## src/rtl/ps2_pkg.sv

```systemverilog
// Shared PS/2 definitions used by the host transmitter and the keyboard receiver.
package ps2_pkg;

    typedef enum logic [2:0] {
        IDLE,
        INHIBIT,
        RTS,
        SHIFT,
        ACK,
        WAIT_IDLE
    } ps2_state_e;

    // Defaults assume a 50 MHz system clock: 100 us inhibit, 15 ms edge watchdog.
    localparam int unsigned PS2_INHIBIT_CYC_DEF = 5000;
    localparam int unsigned PS2_TIMEOUT_CYC_DEF = 750000;

    function automatic logic odd_parity(input logic [7:0] d);
        return ~^d;
    endfunction

endpackage

```

## src/rtl/ps2_line_sync.sv

```systemverilog
// Two-flop synchronizers for the PS/2 clock and data pins plus a one-cycle
// pulse on each falling edge of the synchronized clock.
module ps2_line_sync (
    input  logic clk,
    input  logic reset,
    input  logic clk_i,
    input  logic data_i,
    output logic clk_sync_o,
    output logic data_sync_o,
    output logic fall_o
);

    logic [1:0] clk_ff_q;
    logic [1:0] data_ff_q;
    logic       clk_prev_q;

    // Idle PS/2 lines float high, so reset to 1 to avoid a spurious edge.
    always_ff @(posedge clk or posedge reset) begin
        if (reset) begin
            clk_ff_q   <= 2'b11;
            data_ff_q  <= 2'b11;
            clk_prev_q <= 1'b1;
        end else begin
            clk_ff_q   <= {clk_ff_q[0], clk_i};
            data_ff_q  <= {data_ff_q[0], data_i};
            clk_prev_q <= clk_ff_q[1];
        end
    end

    assign clk_sync_o  = clk_ff_q[1];
    assign data_sync_o = data_ff_q[1];
    assign fall_o      = clk_prev_q & ~clk_ff_q[1];

endmodule

```

## src/rtl/ps2_host_tx.sv

```systemverilog
// Host-to-device PS/2 byte transmitter: inhibit, request-to-send, frame shift
// on device clock edges, acknowledge capture and an edge watchdog.
module ps2_host_tx
    import ps2_pkg::*;
#(
    parameter int unsigned INHIBIT_CYC = PS2_INHIBIT_CYC_DEF,
    parameter int unsigned TIMEOUT_CYC = PS2_TIMEOUT_CYC_DEF
) (
    input  logic       clk,
    input  logic       reset,
    // start is a request qualified by busy: it is taken only in a cycle with
    // busy=0, and data must be valid in that same cycle.
    input  logic       start,
    input  logic [7:0] data,
    input  logic       ps2_clk_in,
    input  logic       ps2_data_in,
    output logic       ps2_clk_oe,
    output logic       ps2_data_oe,
    output logic       busy,
    output logic       done,
    output logic       ack_ok,
    output logic       error,
    output ps2_state_e dbg_state
);

    localparam int INH_W = $clog2(INHIBIT_CYC + 1);
    localparam int WD_W  = $clog2(TIMEOUT_CYC + 1);
    localparam logic [INH_W-1:0] INH_LAST = INH_W'(INHIBIT_CYC - 1);
    localparam logic [WD_W-1:0]  WD_LAST  = WD_W'(TIMEOUT_CYC - 1);

    logic clk_sync;
    logic data_sync;
    logic fall;

    ps2_line_sync u_sync (
        .clk         (clk),
        .reset       (reset),
        .clk_i       (ps2_clk_in),
        .data_i      (ps2_data_in),
        .clk_sync_o  (clk_sync),
        .data_sync_o (data_sync),
        .fall_o      (fall)
    );

    ps2_state_e       state_q, state_d;
    logic [INH_W-1:0] inh_q, inh_d;
    logic [WD_W-1:0]  wd_q, wd_d;
    logic [3:0]       bit_q, bit_d;
    logic [8:0]       tx_q, tx_d;
    logic             drive_q, drive_d;
    logic             ack_smp_q, ack_smp_d;
    logic             ack_ok_q, ack_ok_d;
    logic             done_q, done_d;
    logic             error_q, error_d;

    always_ff @(posedge clk or posedge reset) begin
        if (reset) begin
            state_q   <= IDLE;
            inh_q     <= '0;
            wd_q      <= '0;
            bit_q     <= '0;
            tx_q      <= '0;
            drive_q   <= 1'b0;
            ack_smp_q <= 1'b0;
            ack_ok_q  <= 1'b0;
            done_q    <= 1'b0;
            error_q   <= 1'b0;
        end else begin
            state_q   <= state_d;
            inh_q     <= inh_d;
            wd_q      <= wd_d;
            bit_q     <= bit_d;
            tx_q      <= tx_d;
            drive_q   <= drive_d;
            ack_smp_q <= ack_smp_d;
            ack_ok_q  <= ack_ok_d;
            done_q    <= done_d;
            error_q   <= error_d;
        end
    end

    always_comb begin
        state_d   = state_q;
        inh_d     = inh_q;
        wd_d      = wd_q;
        bit_d     = bit_q;
        tx_d      = tx_q;
        drive_d   = drive_q;
        ack_smp_d = ack_smp_q;
        ack_ok_d  = ack_ok_q;
        done_d    = 1'b0;
        error_d   = 1'b0;

        // Watchdog on device clock edges; any state below may still override.
        if (state_q inside {SHIFT, ACK, WAIT_IDLE}) begin
            if (fall) begin
                wd_d = '0;
            end else if (wd_q == WD_LAST) begin
                wd_d    = '0;
                drive_d = 1'b0;
                error_d = 1'b1;
                state_d = IDLE;
            end else begin
                wd_d = wd_q + 1'b1;
            end
        end

        case (state_q)
            IDLE: begin
                inh_d = '0;
                wd_d  = '0;
                bit_d = '0;
                // done/error cycles still report busy, so start is ignored there.
                if (start && !done_q && !error_q) begin
                    tx_d    = {odd_parity(data), data};
                    state_d = INHIBIT;
                end
            end
            INHIBIT: begin
                if (inh_q == INH_LAST) begin
                    inh_d   = '0;
                    state_d = RTS;
                end else begin
                    inh_d = inh_q + 1'b1;
                end
            end
            RTS: begin
                drive_d = 1'b1;
                bit_d   = '0;
                wd_d    = '0;
                state_d = SHIFT;
            end
            SHIFT: begin
                // Shifting in ones makes the 10th edge present the stop bit.
                if (fall) begin
                    drive_d = ~tx_q[0];
                    tx_d    = {1'b1, tx_q[8:1]};
                    bit_d   = bit_q + 1'b1;
                    if (bit_q == 4'd9) begin
                        state_d = ACK;
                    end
                end
            end
            ACK: begin
                if (fall) begin
                    ack_smp_d = ~data_sync;
                    state_d   = WAIT_IDLE;
                end
            end
            WAIT_IDLE: begin
                if (clk_sync && data_sync) begin
                    ack_ok_d = ack_smp_q;
                    done_d   = 1'b1;
                    error_d  = 1'b0;
                    state_d  = IDLE;
                end
            end
            default: begin
                state_d = IDLE;
            end
        endcase
    end

    assign ps2_clk_oe  = (state_q == INHIBIT) || (state_q == RTS);
    assign ps2_data_oe = (state_q == RTS) || ((state_q == SHIFT) && drive_q);
    assign busy        = (state_q != IDLE) || done_q || error_q;
    assign done        = done_q;
    assign ack_ok      = ack_ok_q;
    assign error       = error_q;
    assign dbg_state   = state_q;

endmodule

```

## config.mk

```make
export PLATFORM = sky130hd
export DESIGN_NAME = ps2_host_tx
export DESIGN_NICKNAME = d
export VERILOG_FILES = /design/src/rtl/ps2_pkg.sv /design/src/rtl/ps2_line_sync.sv /design/src/rtl/ps2_host_tx.sv
export SDC_FILE = /design/constraint.sdc
export NUM_CORES = 1
export LEC_CHECK = 0
export ABC_CLOCK_PERIOD_IN_PS = 3100
export CAP_MARGIN = 10
export CORE_MARGIN = 3
export CORE_UTILIZATION = 25
export CTS_CLUSTER_SIZE = 20
export DETAILED_ROUTE_END_ITERATION = 6
export MAX_ROUTING_LAYER = met4
export REMOVE_ABC_BUFFERS = 1
export SYNTH_ARGS = -nofsm -noshare
export SYNTH_HDL_FRONTEND = slang
export SYNTH_SLANG_ARGS = --single-unit
```

## constraint.sdc

```tcl
create_clock -name clk -period 3.1 [get_ports clk]
set_clock_uncertainty 0.05 [all_clocks]
set_input_delay 0.31 -clock clk [delete_from_list [all_inputs] [get_ports clk]]
set_output_delay 0.31 -clock clk [all_outputs]
set_load 0.1 [all_outputs]
```

Word-level counts from Yosys, hierarchy flattened:

Index checks and enable logic that the tools add are counted.

* word-level logic and storage cells: 86
* bits in latches: 0
* memories: 0
* bits in read-only memories: 0
* output and inout bits: 9
* flip-flop bits (word level): 59
* memory bits (writable): 0

* $add $sub $neg: 3
* order comparisons: 0
* reduce and logical (&&, ||, !) cells: 23
* multipliers: 0
* div/mod/pow operators: 0
* bitwise operators: 4
* shifts and indexed selects: 0
* equal/unequal tests: 10
* mux-type cells: 33

Operators by type and width (count)
* $mux 20: 4
* $mux 3: 9
* $pmux 13 s2: 1
* $add 20x1->20 const B: 1
* $eq 20x20->1 const B: 1
* $mux 9: 2
* $pmux 3 s6: 1
* $pmux 9 s2: 1
* $add 13x1->13 const B: 1
* $eq 13x13->1 const B: 1
* $mux 13: 1
* $mux 1: 11
* $pmux 4 s2: 1
* $reduce_bool 2->1: 4
* $reduce_xnor 8->1: 1
* $eq 3x2->1 const B: 2
* $eq 3x3->1 const B: 2
* $reduce_and 2->1: 3
* $reduce_bool 3->1: 2
* $add 4x1->4 const B: 1
* $eq 4x4->1 const B: 1
* $logic_and 1x1->1: 4
* $logic_or 1x1->1: 4
* $mux 4: 1
* other kinds (9): 13

Longest topological paths before layout:

* depth in word-level cells: 7
* gate-level depth with buffers: 7
* gate-level depth less buffers: 6

By module:

A second synthesis with hierarchy kept.

* cell total of the unflattened synthesis: 349
* area total of the unflattened synthesis: 3234.4 sq um

By module, submodules not included
* ps2_host_tx: area each 3085.5 sq um, instances 1, cells an instance 342
* ps2_line_sync: area each 148.9 sq um, instances 1, cells an instance 7

Worst setup path before layout:

Ideal clock, no wire load.

* path kind: register -> output
* start: reg state_q[1], in the netlist dbg_state[1]
* end: out ps2_clk_oe
* cell stages (with the launch flop): 5
* data required time: 2740 ps
* arrival time: 2760 ps
* buffers on the path: 2
* setup slack: -20 ps
* path through: dfrtp_1 -> clkbuf_1 -> buf_2 -> xnor2_1 -> nor2_1

* word-level cells in the longest chain between the ends: 2
* elaborated cells between the ends (all ways): 3
* those cells by class: eq/ne (2); reduce/logical (1)

RTL lines
* from (decl): RTL line ps2_host_tx.sv:45 `ps2_state_e state_q, state_d;`
* from (signal assigned): RTL line ps2_host_tx.sv:69 `state_q <= state_d;`
* $eq 3x1->1 / $eq 3x2->1 (equally long branches): RTL line ps2_host_tx.sv:164 `assign ps2_clk_oe = (state_q == INHIBIT) || (state_q == RTS);`
* $logic_or 1x1->1 *: RTL line ps2_host_tx.sv:164
* to (decl): RTL line ps2_host_tx.sv:17 `output logic ps2_clk_oe,`

Every way passes the cells marked *; elsewhere a longest branch is shown, timed or not.

Final worst setup path:

* start: reg state_q[2], in the netlist dbg_state[2]
* end: reg state_q[1], in the netlist dbg_state[1]

* word-level cells in the longest chain between the ends: 6
* elaborated cells between the ends (all ways): 15
* those cells by class: eq/ne (5); mux (8); reduce/logical (2)

RTL lines
* $eq 3x2->1 / $eq 3x3->1 (equally long branches): RTL line ps2_host_tx.sv:95, ps2_host_tx.sv:108
* $reduce_bool 3->1: RTL line ps2_host_tx.sv:95 `if (state_q inside {SHIFT, ACK, WAIT_IDLE}) begin`
* $mux 3: RTL line ps2_host_tx.sv:95
* $mux 3: RTL line ps2_host_tx.sv:139 `if (bit_q == 4'd9) begin`
* $mux 3: RTL line ps2_host_tx.sv:135 `if (fall) begin`
* $pmux 3 s6 *: RTL line ps2_host_tx.sv:108 `case (state_q)`
* named net state_d[1]: RTL line ps2_host_tx.sv:45

The timed path passes the listed nets; every way through them passes the cells marked *.
A chain may end at the register's enable or synchronous reset.

==> key figures <==
Worst setup path
  • Slowest Stage Delay on Critical Path: 0.70 ns
  • R2R cell count: 5
  • CP Max Fanout: 21
  • CP required: 3.23 ns
  • Reg2Reg Launch Point: dbg_state[2]
  • Critical path, cell by cell: nor3b_2, a21oi_1, nand4_1, a211oi_1, nor3_1
  • R2R setup slack: 0.66 ns
  • R2R Path End: dbg_state[1]
  • Critical path arrival: 2.57 ns
  • CP Launch Type: register
  • CP max-delay cell: dfrtp_1
  • Kind of critical path: reg -> reg
  • Crit path capture type: register

Final layout
  • Synth-to-Final Area Change: 20.3%
  • Final Cell Area: approximately 3900 um^2
  • Ant diodes: 0
  • Layout cells sized above 1: 0.104
  • Commonest non-fill, non-tap cell in the layout: dfrtp_1
  • Most frequent cells in the layout: dfrtp_1, o21ai_0, nand2_1, a21oi_1, nor2_1
  • Nets: 398

Logic synthesis
  • Primary FF master, synth: dfrtp_1
  • Synthesized area per cell: 9.00 um^2
  • Yosys Warn Count: 0
  • Yosys cell types: 50
  • Async SR Flop Fraction: 1.00
  • Synthesized flop and latch total: 59
  • Sequential share of the synthesized area: 0.456
  • Number of synthesized flops with an enable pin: 0
  • Post-Syn Instances: 361
  • Cell Area, Synth: 3250 um^2

Detailed routing
  • DR WL met3: 249 um
  • Initial DRC count: 169
  • # DRC: 0
  • M1 WL: 3740 um
  • Post-Route WL: 7780 um
  • Total number of vias: around 2800
  • Routed Antenna Nets: 0
  • Routed vias/inst: around 5
  • Wire per inst: 13.9 um
  • Met2 wire length: 3690 um
  • Total iterations of the first detailed-routing run: 4
  • Top sig layer: met4

Place
  • Placer Congestion: 0.885
  • Post-DP Area: around 3600 um^2
  • Port Buffers: 21
  • DP HPWL: approximately 5300 um

CTS
  • Number of gates resized after cts: 0
  • Clock-pin slew on the worst setup and hold paths: 0.05 ns
  • H-tree levels: 3
  • CTS hold repair buffers: 0
  • Worst skew pair latency: roughly 0.33 ns
  • CTS tree: built
  • Total CTS buffers: 9
  • Max Root-Sink Buffers: 2
  • Clock sink count: 59
  • Post-CTS Setup Inserts: 0
  • Root Buffer: clkbuf_16

Timing
  • Final count of pins violating max slew: 0
  • Fmax: 411 MHz
  • Fin. Hold Viols: 0
  • Total negative setup slack: 0 ns
  • Final worst path period need: approximately 2.4 ns
  • Worst slew pin tran: 0.960 ns
  • RSZ-0062 raised after global routing: false
  • Final Setup Violations: 0
  • Slew margin rel.: 0.358
  • Tcrit/Tclk final: 0.786

Status
  • Outcome: finished, final reports clean

Global route
  • Largest net degree at the start of global routing: 38
  • Gr usage total: 0.118
  • Grt total ovfl: 0
  • Initial antenna violation count: 0
  • First-pass GRT wire length: about 14000 um
  • Vias in the first global route: 2789

Min path
  • Start point of the worst hold path: u_sync.data_ff_q[0]
  • Worst Hold End: u_sync.data_ff_q[1]
  • Hold path cells: 0
  • Min-delay worst type: reg -> reg

Run
  • # Max-Cap Violations: 0

Floorplan
  • Die span in x: 120 um
  • Die H: 120 um
  • Initial Util: 0.257
  • Die ar.: 14400 um^2
  • Row count: 41
  • Core area: between 10000 and 15000 um^2
  • I/O pin count: 22

Power
  • Leak: 0.00160 uW
  • Peak VDD IR: about 0.25 mV
  • Pwr/cell area: between 500 and 600 nW/um^2
-- final cells by class --
| type | instances | area [um^2] |
|---|---|---|
| Fill cell | 1335 | 8760 |
| Tap cell | 172 | 215 |
| Clock inverter | 7 | 76.3 |
| Clock buffer | 9 | 225 |
| Sequential cell | 59 | 1480 |
| Inverter | 18 | 67.6 |
| Multi-Input combinational cell | 267 | 1610 |
| Timing Repair Buffer | 26 | 230 |
-- routing by layer --
layer / up-vias / track usage
met5: - / -
met4: 0 / 0.0344
met3: 9 / 0.0330
met2: 44 / 0.184
met1: 1365 / 0.150
li1: 1366 / -
-- synthesized netlist by cell type (all sizes together), types with 5 or more instances --
cell type | count | share of area
a21oi | 25 | 0.038
dfrtp | 54 | 0.42
buf | 11 | 0.020
nand3 | 16 | 0.025
dfstp | 5 | 0.040
o21ai | 44 | 0.068
nand4 | 14 | 0.027
xnor2 | 9 | 0.024
and3 | 5 | 0.0096
or4 | 9 | 0.021
inv | 18 | 0.021
clkbuf | 6 | 0.0069
nor2b | 6 | 0.012
nor2 | 22 | 0.025
mux2i | 8 | 0.025
nor4 | 6 | 0.012
nand2 | 40 | 0.046
-- worst max path at each step --
stage | cells after the start | startpoint | end | slack [ns]
after CTS | 5 | dbg_state[2] | dbg_state[1] | 0.71
after global placement | 5 | dbg_state[2] | dbg_state[1] | 0.74
after floorplan | 2 | dbg_state[1] | ps2_clk_oe | 0.15
after detailed placement | 5 | dbg_state[2] | dbg_state[1] | 0.73
final | 5 | dbg_state[2] | dbg_state[1] | 0.66
after global routing | 5 | dbg_state[2] | dbg_state[1] | 0.49
-- kinds of logic (layout without fill, tap and decap cells) --
| family | Yosys count | count (layout) | synth area share |
|---|---|---|---|
| AO/OA/AOI/OAI | 100 | 100 | 0.188 |
| XOR/XNOR | 12 | 12 | 0.0323 |
| adder cells (fa/ha/maj) | 4 | 4 | 0.0154 |
| buffers and inverters | 35 | 60 | 0.0473 |
| flip-flops | 59 | 59 | 0.456 |
| multiplexers | 9 | 9 | 0.0281 |
| AND/OR/NAND/NOR | 142 | 142 | 0.233 |
-- per-stage QoR --
step | hold WS, ns | worst slack [ns] | std cells | power [uW] | utilization
floorplan | 0.264 | 0.146 | 344 | 1080 | -
global placement | 0.296 | 0.743 | 542 | 1160 | 0.285
detailed placement | 0.298 | 0.729 | 542 | 1170 | 0.285
CTS | 0.307 | 0.713 | 558 | 2190 | 0.309
global route | 0.314 | 0.485 | 558 | 2260 | 0.309
finish | 0.306 | 0.664 | 558 | 2150 | 0.309
-- critical path, delay by kind of cell, from the launching register on --
kind	cells	cell delay, ns
compound gates	2	0.87
simple gates	3	0.67
flops	1	0.70
-- report_power, final --
group,switching [uW],internal (uW),total [uW]
clock,375,625,1000
sequential,55.5,841,896
combinational,163,95.1,258
total,593,1560,2150
-- sequential cells by signal (all words and copies together), names as in the netlist --
name	count
u_sync.data_ff_q	2
bit_q	4
ack_ok	1
u_sync.clk_prev_q	1
done	1
drive_q	1
inh_q	13
dbg_state	3
u_sync.clk_ff_q	2
tx_q	9
wd_q	20
error	1
ack_smp_q	1
Note: power is estimated with default switching activity, not from simulation.
